==> config.mk <==
export PLATFORM = sky130hd
export DESIGN_NAME = lsu_ctrl
export DESIGN_NICKNAME = d
export VERILOG_FILES = /design/src/rtl/lsu_pkg.sv /design/src/rtl/lsu_extend.sv /design/src/rtl/lsu_ctrl.sv
export SDC_FILE = /design/constraint.sdc
export NUM_CORES = 1
export LEC_CHECK = 0
export BUFFER_PORTS_ARGS = -buffer_cell sky130_fd_sc_hd__buf_2
export CAP_MARGIN = 5
export CORE_ASPECT_RATIO = 1.75
export CORE_MARGIN = 3
export CORE_UTILIZATION = 40
export CTS_BUF_LIST = sky130_fd_sc_hd__clkbuf_4 sky130_fd_sc_hd__clkbuf_8
export DETAILED_ROUTE_END_ITERATION = 7
export SLEW_MARGIN = 10
export SYNTH_ARGS = -nofsm -noshare
export SYNTH_HDL_FRONTEND = slang
export SYNTH_HIERARCHICAL = 1
export SYNTH_SLANG_ARGS = --single-unit
==> constraint.sdc <==
create_clock -name clk -period 5.4 [get_ports clk]
set_clock_uncertainty 0.15 [all_clocks]
set_input_delay 1.08 -clock clk [delete_from_list [all_inputs] [get_ports clk]]
set_output_delay 1.08 -clock clk [all_outputs]
set_load 0.1 [all_outputs]
==> src/rtl/lsu_pkg.sv <==
// lsu_pkg: shared encodings for the load/store control stage.
// Access sizes, FSM states, dmem lane-enable constants and size helpers.
package lsu_pkg;

    typedef enum logic [1:0] {
        SZ_B = 2'b00,
        SZ_H = 2'b01,
        SZ_W = 2'b10,
        SZ_X = 2'b11
    } size_e;

    typedef enum logic [1:0] {
        S_IDLE   = 2'd0,
        S_ACCESS = 2'd1,
        S_RESP   = 2'd2
    } state_e;

    localparam logic [3:0] LANE_B0  = 4'b0001;
    localparam logic [3:0] LANE_B1  = 4'b0010;
    localparam logic [3:0] LANE_B2  = 4'b0100;
    localparam logic [3:0] LANE_B3  = 4'b1000;
    localparam logic [3:0] LANE_HLO = 4'b0011;
    localparam logic [3:0] LANE_HHI = 4'b1100;
    localparam logic [3:0] LANE_W   = 4'b1111;

    function automatic logic [2:0] size_bytes(input logic [1:0] size);
        case (size)
            SZ_B:    size_bytes = 3'd1;
            SZ_H:    size_bytes = 3'd2;
            default: size_bytes = 3'd4;
        endcase
    endfunction

    function automatic logic [31:0] size_mask(input logic [1:0] size);
        case (size)
            SZ_B:    size_mask = 32'h0000_00FF;
            SZ_H:    size_mask = 32'h0000_FFFF;
            default: size_mask = 32'hFFFF_FFFF;
        endcase
    endfunction

endpackage

==> src/rtl/lsu_extend.sv <==
// lsu_extend: combinational sign/zero extension of assembled load data.
// Ports: size (access size), uns (1=zero-extend), din (raw), dout (extended).
module lsu_extend
    import lsu_pkg::*;
(
    input  logic [1:0]  size,
    input  logic        uns,
    input  logic [31:0] din,
    output logic [31:0] dout
);

    always_comb begin
        dout = din;
        case (size)
            SZ_B: dout = uns ? {24'd0, din[7:0]}
                             : {{24{din[7]}}, din[7:0]};
            SZ_H: dout = uns ? {16'd0, din[15:0]}
                             : {{16{din[15]}}, din[15:0]};
            default: dout = din;
        endcase
    end

endmodule

==> src/rtl/lsu_ctrl.sv <==
// lsu_ctrl: load/store control stage in front of the byte-lane dmem.
// Ports: req_* request handshake from execute, resp_* completion pulse,
// mem_* dmem interface (word index, lane enables, right-justified data).
module lsu_ctrl
    import lsu_pkg::*;
#(
    parameter int DEPTH_WORDS = 32,
    parameter int AW          = 5
) (
    input  logic          clk,
    input  logic          rst_n,
    input  logic          req_valid,
    output logic          req_ready,
    input  logic          req_store,
    input  logic [1:0]    req_size,
    input  logic          req_unsigned,
    input  logic [31:0]   req_addr,
    input  logic [31:0]   req_wdata,
    output logic          resp_valid,
    output logic [31:0]   resp_rdata,
    output logic          resp_fault,
    output logic [AW-1:0] mem_daddr,
    output logic [31:0]   mem_dmemin,
    output logic [3:0]    mem_wemen,
    output logic [3:0]    mem_re,
    output logic          mem_signcontrol,
    output logic          mem_new,
    input  logic [31:0]   mem_dmemout
);

    localparam logic [32:0] MAX_BYTE = 33'(4 * DEPTH_WORDS - 1);

    state_e        state, state_nx;
    logic          store_q, uns_q, misal_q, fault_q, new_q;
    logic [1:0]    size_q, beat;
    logic [AW+1:0] addr_q, a_k;
    logic [31:0]   wdata_q, asm_q, asm_nx, rdata_q, ext;
    logic [31:0]   mask_q, st_data;
    logic [3:0]    lane;
    logic [2:0]    req_nb, nb_q;
    logic [32:0]   span_end;
    logic          accept, req_fault, req_misal, last_beat;

    assign accept    = req_valid & req_ready;
    assign req_nb    = size_bytes(req_size);
    assign span_end  = {1'b0, req_addr} + {30'd0, req_nb} - 33'd1;
    assign req_fault = (req_size == SZ_X) || (span_end > MAX_BYTE);
    assign req_misal = ((req_size == SZ_H) && req_addr[0])
                    || ((req_size == SZ_W) && (req_addr[1:0] != 2'b00));

    assign nb_q      = size_bytes(size_q);
    assign mask_q    = size_mask(size_q);
    assign last_beat = !misal_q || ({1'b0, beat} == nb_q - 3'd1);
    // Aligned accesses run a single beat at k=0, so a_k covers both cases.
    assign a_k       = addr_q + {{AW{1'b0}}, beat};

    always_comb begin
        lane = LANE_W;
        if (misal_q) begin
            lane = LANE_B0 << a_k[1:0];
        end else begin
            case (size_q)
                SZ_B:    lane = LANE_B0 << addr_q[1:0];
                SZ_H:    lane = addr_q[1] ? LANE_HHI : LANE_HLO;
                default: lane = LANE_W;
            endcase
        end
    end

    assign st_data = misal_q ? {24'd0, wdata_q[{beat, 3'b000} +: 8]}
                             : (wdata_q & mask_q);

    always_comb begin
        asm_nx = asm_q;
        if (state == S_ACCESS && !store_q) begin
            if (misal_q) asm_nx[{beat, 3'b000} +: 8] = mem_dmemout[7:0];
            else         asm_nx = mem_dmemout & mask_q;
        end
    end

    lsu_extend u_ext (
        .size (size_q),
        .uns  (uns_q),
        .din  (asm_nx),
        .dout (ext)
    );

    always_ff @(posedge clk or negedge rst_n) begin
        if (!rst_n) state <= S_IDLE;
        else        state <= state_nx;
    end

    always_comb begin
        state_nx   = state;
        mem_daddr  = '0;
        mem_dmemin = '0;
        mem_wemen  = '0;
        mem_re     = '0;
        unique case (state)
            S_IDLE: begin
                if (accept) state_nx = req_fault ? S_RESP : S_ACCESS;
            end
            S_ACCESS: begin
                mem_daddr = a_k[AW+1:2];
                if (store_q) begin
                    mem_wemen  = lane;
                    mem_dmemin = st_data;
                end else begin
                    mem_re = lane;
                end
                if (last_beat) state_nx = S_RESP;
            end
            S_RESP:  state_nx = S_IDLE;
            default: state_nx = S_IDLE;
        endcase
    end

    always_ff @(posedge clk or negedge rst_n) begin
        if (!rst_n) begin
            store_q <= 1'b0;
            size_q  <= 2'b00;
            uns_q   <= 1'b0;
            addr_q  <= '0;
            wdata_q <= '0;
            misal_q <= 1'b0;
            beat    <= 2'd0;
            asm_q   <= '0;
            rdata_q <= '0;
            fault_q <= 1'b0;
            new_q   <= 1'b0;
        end else begin
            case (state)
                S_IDLE: begin
                    if (accept) begin
                        store_q <= req_store;
                        size_q  <= req_size;
                        uns_q   <= req_unsigned;
                        addr_q  <= req_addr[AW+1:0];
                        wdata_q <= req_wdata;
                        misal_q <= req_misal;
                        beat    <= 2'd0;
                        asm_q   <= '0;
                        rdata_q <= '0;
                        fault_q <= req_fault;
                        // first read beat starts next cycle
                        if (!req_fault && !req_store) new_q <= ~new_q;
                    end
                end
                S_ACCESS: begin
                    asm_q <= asm_nx;
                    if (last_beat) begin
                        rdata_q <= store_q ? 32'd0 : ext;
                        fault_q <= 1'b0;
                    end else begin
                        beat <= beat + 2'd1;
                        if (!store_q) new_q <= ~new_q;
                    end
                end
                default: begin
                    rdata_q <= '0;
                    fault_q <= 1'b0;
                end
            endcase
        end
    end

    assign req_ready       = (state == S_IDLE);
    assign resp_valid      = (state == S_RESP);
    assign resp_rdata      = rdata_q;
    assign resp_fault      = fault_q;
    assign mem_new         = new_q;
    assign mem_signcontrol = 1'b1;

endmodule

==> flow_metrics.tcl, run 1 <==
set metrics [dict create \
    path_class "input pin to flip-flop" \
    drt_pass1_iterations 5 \
    slowest_stage "or4_4" \
    ff_latch_area_mm2 0.00285 \
    final_area_mm2 0.00971 \
    tns_ps 0 \
    postCtsHoldBufs 0 \
    multi_input_comb_area_mm2 0.00500 \
    slew_viol_final 0 \
    synthCells 1051 \
    ys_ff_latch 114 \
    tightest_slew_ps 1080 \
    cp_num_buf_inv 3 \
    period_needed_ps 4670 \
    post_cts_resize_count 0 \
    rsz0062_at_grt "no" \
    clock.fmax_mhz 214 \
    cts_buffers 17 \
    coreArea_mm2 0.0205 \
    ir_drop_v 0.000114 \
    yosysUniqueCellTypes 78 \
    io_buffers 183 \
    cts_tree "done" \
    hp-class "flip-flop to flip-flop" \
    place_area_mm2 0.00936 \
    cap_viol_max_count 0 \
    status "finished, final reports clean" \
    synth_top_area_share_pct 33.9 \
    row_count 69 \
    die_y_um 198 \
    power_leakage_nw 4.82 \
    io_pins 185 \
    syn-num-nets 1197 \
    grt-ovfl-total 0 \
    grt_max_degree 90 \
    min_to "resp_rdata[17]" \
    drive_gt1_share_pct 24.5 \
    cts_num_sinks 114 \
    hold_violations 0 \
    die_w_um 116 \
    crit_chain "buf_2, inv_1, nand2_1, ha_1, inv_1, ha_1, fa_1, a211oi_1, o21ai_1, a211oi_1, or3_1, a211o_1, nand4b_1, or4_4, or4_1, o311ai_1" \
    wl_per_cell_um 19.4 \
    synth.avg_cell_area_um2 8.01 \
    yosysWarnings 6 \
    clk_pin_slew_worst_paths_ps 60 \
    fin_cells 1444 \
    place_inst 1414 \
    area_growth_pct 15.3 \
    dieArea_mm2 0.0229 \
    clk_path_buf_depth 2 \
    r2r_end "resp_rdata[30]" \
    reg2reg_depth 10 \
    cp_top_family "simple AND/OR/NAND/NOR gates" \
    htree_levels 4 \
    synth_top_area_cell "dfrtp_1" \
    dr_total_vias 8176 \
    wl_um 28000 \
    period_share_pct 86.5 \
    critical_path.max_stage_delay_ps 570 \
    slew_headroom_pct 28.2 \
    root_buffer "clkbuf_8" \
    drt-vias-per-instance 5.66 \
    nNetsFinal 1331 \
    antenna_found_initial 1 \
    hold_depth 2 \
    grt_pass1_wl_um 43600 \
    p_per_area_mw_per_mm2 233 \
    critPathMaxFanout 5 \
    fin_util_pct 47.5 \
    async_flop_share_pct 100 \
    start_kind "input pin" \
    synthTopCellsByArea "dfrtp_1 34%, nand2_1 9.8%, o21ai_0 6.7%, ha_1 6.1%, mux2_2 5.9%" \
    cts_setup_buffers 0 \
    grt_usage_pct 24.6 \
    drc_errors 0 \
    yosysSeqAreaShare_pct 33.9 \
    hpwl_um 21100 \
    worstReg2RegStart "state[0]" \
    reg2reg_setup_slack_ps 1510 \
    gp_congestion 0.978 \
    fillers 2130 \
    required_ps 5600 \
    crit_path_start "req_size[1]" \
    drt_first_iter_violations 504 \
    drtAntennaViolNets 0 \
    grt_pass1_vias 8220 \
    setup_violations 0 \
    synth-edff-count 0 \
    synth_area_mm2 0.00842 \
    cp.arrival_ps 4870 \
    synthFlopType "dfrtp_1" \
    start_util_pct 41.2 \
    min_from "resp_rdata[17]" \
    critPathCaptureType "flip-flop" \
    clock_latency_ps 450 \
]
==> worst reg2reg max path, stage by stage (launching register included) <==
cell      delay [ps]
dfrtp_1          500
nand2b_1         530
nor2_2           220
buf_4            420
o21ai_1          370
nand2_1          150
o21ai_0          190
mux2i_2          790
o21ai_0          190
nand2_1          120
o21ai_0           90
==> routing by layer <==
layer / part of all wire (%) / up-vias / track usage (%) / wire (µm)
met5: 0 / - / 0 / 0
met4: 4.0 / 0 / 11.4 / 1130
met3: 3.9 / 62 / 3.55 / 1100
met2: 55 / 269 / 46.3 / 15500
met1: 37 / 3874 / 26.4 / 10300
li1: - / 3971 / - / -
==> report_power, final <==
group	switching [mW]	total, mW	internal (mW)	leakage, nW
combinational	0.358	0.574	0.216	3.14
clock	0.344	0.741	0.397	0.189
sequential	0.0409	0.944	0.903	1.49
total	0.743	2.26	1.52	4.82
==> how the worst max path moves through the flow <==
stage,endpoint,slack [ps],cells past startpoint
6_report,mem_new,730,16
3_3_place_gp,mem_new,460,16
3_5_place_dp,mem_new,340,16
2_1_floorplan,mem_new,870,15
5_1_grt,mem_new,470,16
4_1_cts,mem_new,810,16
==> cell families (layout without fill, tap and decap cells) <==
logic type,Yosys count,after routing,share of synthesized area [%]
muxes,49,49,6.52
DFF,114,114,33.9
buffers and inverters,132,276,6.98
adders and majority gates,43,43,6.57
xor gates and xnor gates,18,18,1.87
other,1,2,0.0445
AOI/OAI and AO/OA,292,292,22.2
and+or+nand+nor,402,402,22.0
==> flip-flops by register name, indices dropped and copies added (netlist names), 2 cells and up <==
signal and count:
beat 2, state 2, asm_q 32, size_q 2, resp_rdata 32, wdata_q 32, addr_q 7
==> per-stage QoR <==
step | total power [mW] | hold slack [ps] | setup slack [ps]
5_1_grt | 2.37 | 342 | 470
3_5_place_dp | 1.53 | 315 | 343
4_1_cts | 2.27 | 329 | 814
2_1_floorplan | 1.34 | 317 | 870
3_3_place_gp | 1.53 | 307 | 463
6_report | 2.26 | 320 | 730
==> placed cells by master (no fill, tap or decap), types with 19 or more instances in the layout <==
cell type	instances
buf_2	182
nand2_1	220
clkbuf_8	19
mux2_2	44
o21ai_0	112
nor2_1	37
inv_1	53
ha_1	41
a22o_1	24
nand3_1	43
dfrtp_1	114
and3_1	28
a21oi_1	43
==> cell usage after synthesis, types with 11 or more instances <==
cell type	instances
nand2_1	221
dfrtp_1	114
o21ai_0	112
inv_1	53
clkbuf_1	45
mux2_2	44
a21oi_1	43
nand3_1	43
ha_1	41
nor2_1	39
and3_1	28
a22o_1	24
a22oi_1	16
nor3_1	13
o21ai_1	12
buf_4	11
nand4_1	11
o22ai_1	11
xnor2_1	11
==> final cells by class <==
type | count | share of cell area, %
antenna | 1 | 0.0258
clock inverter | 6 | 0.606
multi-input combinational | 805 | 51.5
sequential | 114 | 29.4
clock buffer | 23 | 3.00
timing repair buffer | 193 | 10.2
tap | 248 | 3.20
inverter | 54 | 2.09
(Power assumes the default switching activity.)
==> run 2: changes to the inputs <==
--- a/config.mk
+++ b/config.mk
@@ -6,12 +6,12 @@
 export NUM_CORES = 1
 export LEC_CHECK = 0
 export BUFFER_PORTS_ARGS = -buffer_cell sky130_fd_sc_hd__buf_2
-export CAP_MARGIN = 5
 export CORE_ASPECT_RATIO = 1.75
 export CORE_MARGIN = 3
 export CORE_UTILIZATION = 40
 export CTS_BUF_LIST = sky130_fd_sc_hd__clkbuf_4 sky130_fd_sc_hd__clkbuf_8
 export DETAILED_ROUTE_END_ITERATION = 7
+export PLACE_DENSITY = 0.63
 export SLEW_MARGIN = 10
 export SYNTH_ARGS = -nofsm -noshare
 export SYNTH_HDL_FRONTEND = slang
==> flow_metrics.tcl, run 2 (synthesized netlist as in run 1, its figures left out) <==
set metrics [dict create \
    hpwl_um 20800 \
    postCtsHoldBufs 0 \
    die_y_um 198 \
    hold_violations 0 \
    post_cts_resize_count 0 \
    final_cell_mix "220 x nand2_1, 182 x buf_2, 114 x dfrtp_1" \
    rsz0062_at_grt "no" \
    antenna_found_initial 1 \
    cts_num_sinks 114 \
    io_pins 185 \
    period_share_pct 84.9 \
    slew_headroom_pct 30.4 \
    clock.fmax_mhz 218 \
    cts_buffers 17 \
    drt-vias-per-instance 5.67 \
    grt_pass1_wl_um 43400 \
    cp.arrival_ps 4770 \
    row_count 69 \
    area_growth_pct 16.3 \
    tightest_slew_ps 1040 \
    drive_gt1_share_pct 24.8 \
    critical_path.max_stage_delay_ps 570 \
    dr_total_vias 8204 \
    start_kind "input pin" \
    clk_pin_slew_worst_paths_ps 70 \
    cts_tree "done" \
    fillers 2127 \
    io_buffers 183 \
    path_class "input pin to flip-flop" \
    coreArea_mm2 0.0205 \
    critPathCaptureType "flip-flop" \
    place_area_mm2 0.00937 \
    ff_latch_area_mm2 0.00285 \
    wl_per_cell_um 19.0 \
    grt_pass1_vias 8184 \
    setup_violations 0 \
    required_ps 5590 \
    die_w_um 116 \
    clk_path_buf_depth 2 \
    gp_congestion 0.921 \
    final_area_mm2 0.00980 \
    hp-class "flip-flop to flip-flop" \
    crit_chain "buf_2, inv_1, nand2_1, ha_1, inv_1, ha_1, fa_1, a211oi_1, o21ai_1, a211oi_1, or3_1, a211o_1, nand4b_1, or4_4, or4_1, o311ai_1" \
    wl_um 27600 \
    htree_levels 4 \
    period_needed_ps 4580 \
    drt_pass1_iterations 5 \
    start_util_pct 41.2 \
    critPathMaxFanout 5 \
    status "finished, final reports clean" \
    cap_viol_max_count 0 \
    dieArea_mm2 0.0229 \
    drtAntennaViolNets 0 \
    p_per_area_mw_per_mm2 244 \
    grt-ovfl-total 0 \
    grt_usage_pct 24.2 \
    clock_latency_ps 450 \
    layout_commonest_cell "nand2_1" \
    root_buffer "clkbuf_8" \
    tns_ps 0 \
    ir_drop_v 0.000157 \
    power_leakage_nw 4.85 \
    slowest_stage "or4_4" \
    drt_first_iter_violations 444 \
    slew_viol_final 0 \
    grt_max_degree 66 \
    nNetsFinal 1334 \
    multi_input_comb_area_mm2 0.00499 \
    cts_setup_buffers 0 \
    drc_errors 0 \
]
## run 2: changes by cell type in the layout (fill, tap and decap cells not counted), sizes merged
| cell | delta |
|---|---|
| clkinvlp | +1 |
| buf | +3 |
| clkbuf | -3 |
| bufinv | +3 |
## run 2: final timing paths
path	start	to	slack, ps	cells after the start
max in group asynchronous	rst_n	addr_q[3]	3620	2
hold reg to reg	resp_rdata[20]	resp_rdata[20]	320	2
hold / removal	resp_rdata[20]	resp_rdata[20]	320	2
min in group asynchronous	rst_n	wdata_q[31]	450	1
setup / recovery	req_size[1]	mem_new	820	16
setup reg to reg	state[0]	resp_rdata[16]	1310	9
## run 2: power by group
part | internal [mW] | leakage [nW] | switching (mW)
clock | 0.519 | 0.215 | 0.360
sequential | 0.903 | 1.49 | 0.0530
combinational | 0.217 | 3.15 | 0.341
## run 2: final cells by class
type | count | area share [%]
Clock inverter | 10 | 1.63
Antenna cell | 1 | 0.0255
Clock buffer | 20 | 2.68
Timing Repair Buffer | 196 | 10.4
Inverter | 54 | 2.07
Tap cell | 248 | 3.17
Multi-Input combinational cell | 805 | 50.9
Sequential cell | 114 | 29.1
## run 2: layer usage
layer / vias up / global-route usage (%) / routed length (µm) / part of all wire [%]
met5: - / 0 / 0 / 0
met2: 271 / 46.3 / 15000 / 55
met4: 0 / 10.5 / 957 / 3.5
met1: 3908 / 26.1 / 10300 / 38
met3: 52 / 2.81 / 1240 / 4.5
li1: 3973 / - / - / -
## run 2: worst max-delay path, delay by kind of cell
| family | cells | cell delay (ps) |
|---|---|---|
| AO/OA/AOI/OAI | 5 | 1060 |
| buffers and inverters | 3 | 250 |
| AND/OR/NAND/NOR | 5 | 1520 |
| adder cells (fa/ha/maj) | 3 | 870 |
## run 2: stage by stage
step / utilization (%) / hold slack, ps / instances / total power [mW] / setup WS, ps
3_3_place_gp: 45.8 / 307 / 1417 / 1.52 / 448
2_1_floorplan: - / 317 / 1051 / 1.34 / 870
6_report: 47.9 / 323 / 1448 / 2.39 / 818
5_1_grt: 47.9 / 346 / 1448 / 2.51 / 549
3_5_place_dp: 45.8 / 314 / 1417 / 1.52 / 392
4_1_cts: 47.9 / 330 / 1447 / 2.41 / 845
==> run 3: changes to the inputs <==
==> constraint.sdc (replaced) <==
create_clock -name clk -period 4.5 [get_ports clk]
set_clock_uncertainty 0.15 [all_clocks]
set_input_delay 0.9 -clock clk [delete_from_list [all_inputs] [get_ports clk]]
set_output_delay 0.9 -clock clk [all_outputs]
set_load 0.1 [all_outputs]
==> flow_metrics.tcl, run 3 (synthesized netlist as in run 1, its figures left out) <==
set metrics [dict create \
    hold_violations 0 \
    wl_um 27700 \
    holdWs_ps 323 \
    wl_per_cell_um 18.8 \
    dr_total_vias 8304 \
    power_leakage_nw 5.03 \
    nNetsFinal 1354 \
    cp.arrival_ps 4400 \
    critPathMaxFanout 3 \
    ir_drop_v 0.000126 \
    final_area_mm2 0.0104 \
    min_to "resp_rdata[2]" \
    die_w_um 116 \
    wl_met1_um 10400 \
    cts_setup_buffers 0 \
    clock.fmax_mhz 238 \
    cts_num_sinks 114 \
    start_util_pct 41.2 \
    grt-ovfl-total 0 \
    hp-class "flip-flop to flip-flop" \
    start_kind "input pin" \
    grt_max_degree 67 \
    p_per_area_mw_per_mm2 266 \
    post_cts_resize_count 0 \
    worstReg2RegStart "beat[0]" \
    fillers 2057 \
    r2r_end "resp_rdata[16]" \
    area_growth_pct 24.0 \
    rsz0062_at_grt "no" \
    period_share_pct 93.4 \
    status "finished, final reports clean" \
    grt_pass1_wl_um 43500 \
    cts_tree "done" \
    postCtsHoldBufs 0 \
    reg2reg_depth 9 \
    layout_commonest_cell "nand2_1" \
    hold_depth 2 \
    setup_violations 0 \
    slew_headroom_pct 38.6 \
    grt_pass1_vias 8107 \
    die_y_um 198 \
    critPathCaptureType "flip-flop" \
    final_cell_mix "220 x nand2_1, 149 x buf_2, 114 x dfrtp_1" \
    root_buffer "clkbuf_8" \
    multi_input_comb_area_mm2 0.00500 \
    period_needed_ps 4200 \
    place_area_mm2 0.0100 \
    htree_levels 4 \
    dr_wl_met2_um 15100 \
    clk_pin_slew_worst_paths_ps 70 \
    fin_cells 1472 \
    min_from "resp_rdata[2]" \
    place_inst 1437 \
    cts_buffers 17 \
    drtAntennaViolNets 0 \
    hpwl_um 21200 \
    tightest_slew_ps 903 \
    drt_first_iter_violations 732 \
    drive_gt1_share_pct 26.3 \
    io_pins 185 \
    slew_viol_final 0 \
    grt_usage_pct 24.3 \
    dieArea_mm2 0.0229 \
    wl_met3_um 1160 \
    finalPower_mw 2.78 \
    drc_errors 0 \
    row_count 69 \
    antenna_found_initial 2 \
    highest_layer "met4" \
    required_ps 4700 \
    clk_path_buf_depth 2 \
    cap_viol_max_count 0 \
    coreArea_mm2 0.0205 \
    gp_congestion 0.929 \
    drt-vias-per-instance 5.64 \
    ff_latch_area_mm2 0.00285 \
    reg2reg_setup_slack_ps 1050 \
    path_class "input pin to flip-flop" \
    drt_pass1_iterations 7 \
    clock_latency_ps 450 \
    io_buffers 183 \
]
run 3: critical path, cell delays in order:
cell and delay, ps:
buf_2 100, inv_1 70, nand2_1 70, ha_1 270
inv_1 40, ha_1 220, buf_4 140, a211oi_2 290
o21ai_1 180, a2111oi_1 380, a311oi_1 120, nor4_2 270
nand4b_1 150, or4_4 580, or4_1 510, o311ai_1 100
run 3: cell type report:
cell class | instances | share of cell area [%]
inverter | 54 | 1.94
antenna | 3 | 0.0719
multi-input combinational | 805 | 47.9
clock inverter | 11 | 1.07
sequential | 114 | 27.3
tap | 248 | 2.97
clock buffer | 21 | 2.59
timing repair buffer | 216 | 16.1
run 3: per-layer routing:
metal  vias to the layer above  global-route usage [%]
li1                       4031                       -
met1                      3948                    27.0
met2                       262                    45.3
met3                        63                    3.67
met4                         0                    9.85
met5                         -                       0
run 3: worst max path at each step:
stage | start | endpoint | cells after the start
floorplan | req_size[1] | mem_new | 15
global placement | req_size[1] | mem_new | 16
detailed placement | req_size[1] | mem_new | 16
CTS | req_size[1] | mem_new | 16
global route | req_size[1] | resp_fault | 16
finish | req_size[1] | mem_new | 16
run 3: where the power goes:
group	switching, mW	internal, mW	leakage [nW]	total [mW]
clock	0.431	0.519	0.204	0.950
combinational	0.425	0.277	3.34	0.701
sequential	0.0475	1.08	1.49	1.13
total	0.904	1.88	5.03	2.78
run 3: stage by stage:
step	setup TNS (ps)	util, %	setup slack (ps)
floorplan	0	-	150
global placement	-197	49.1	-119
detailed placement	-879	49.1	-275
CTS	0	51.0	187
global route	0	51.0	27.8
finish	0	51.0	296
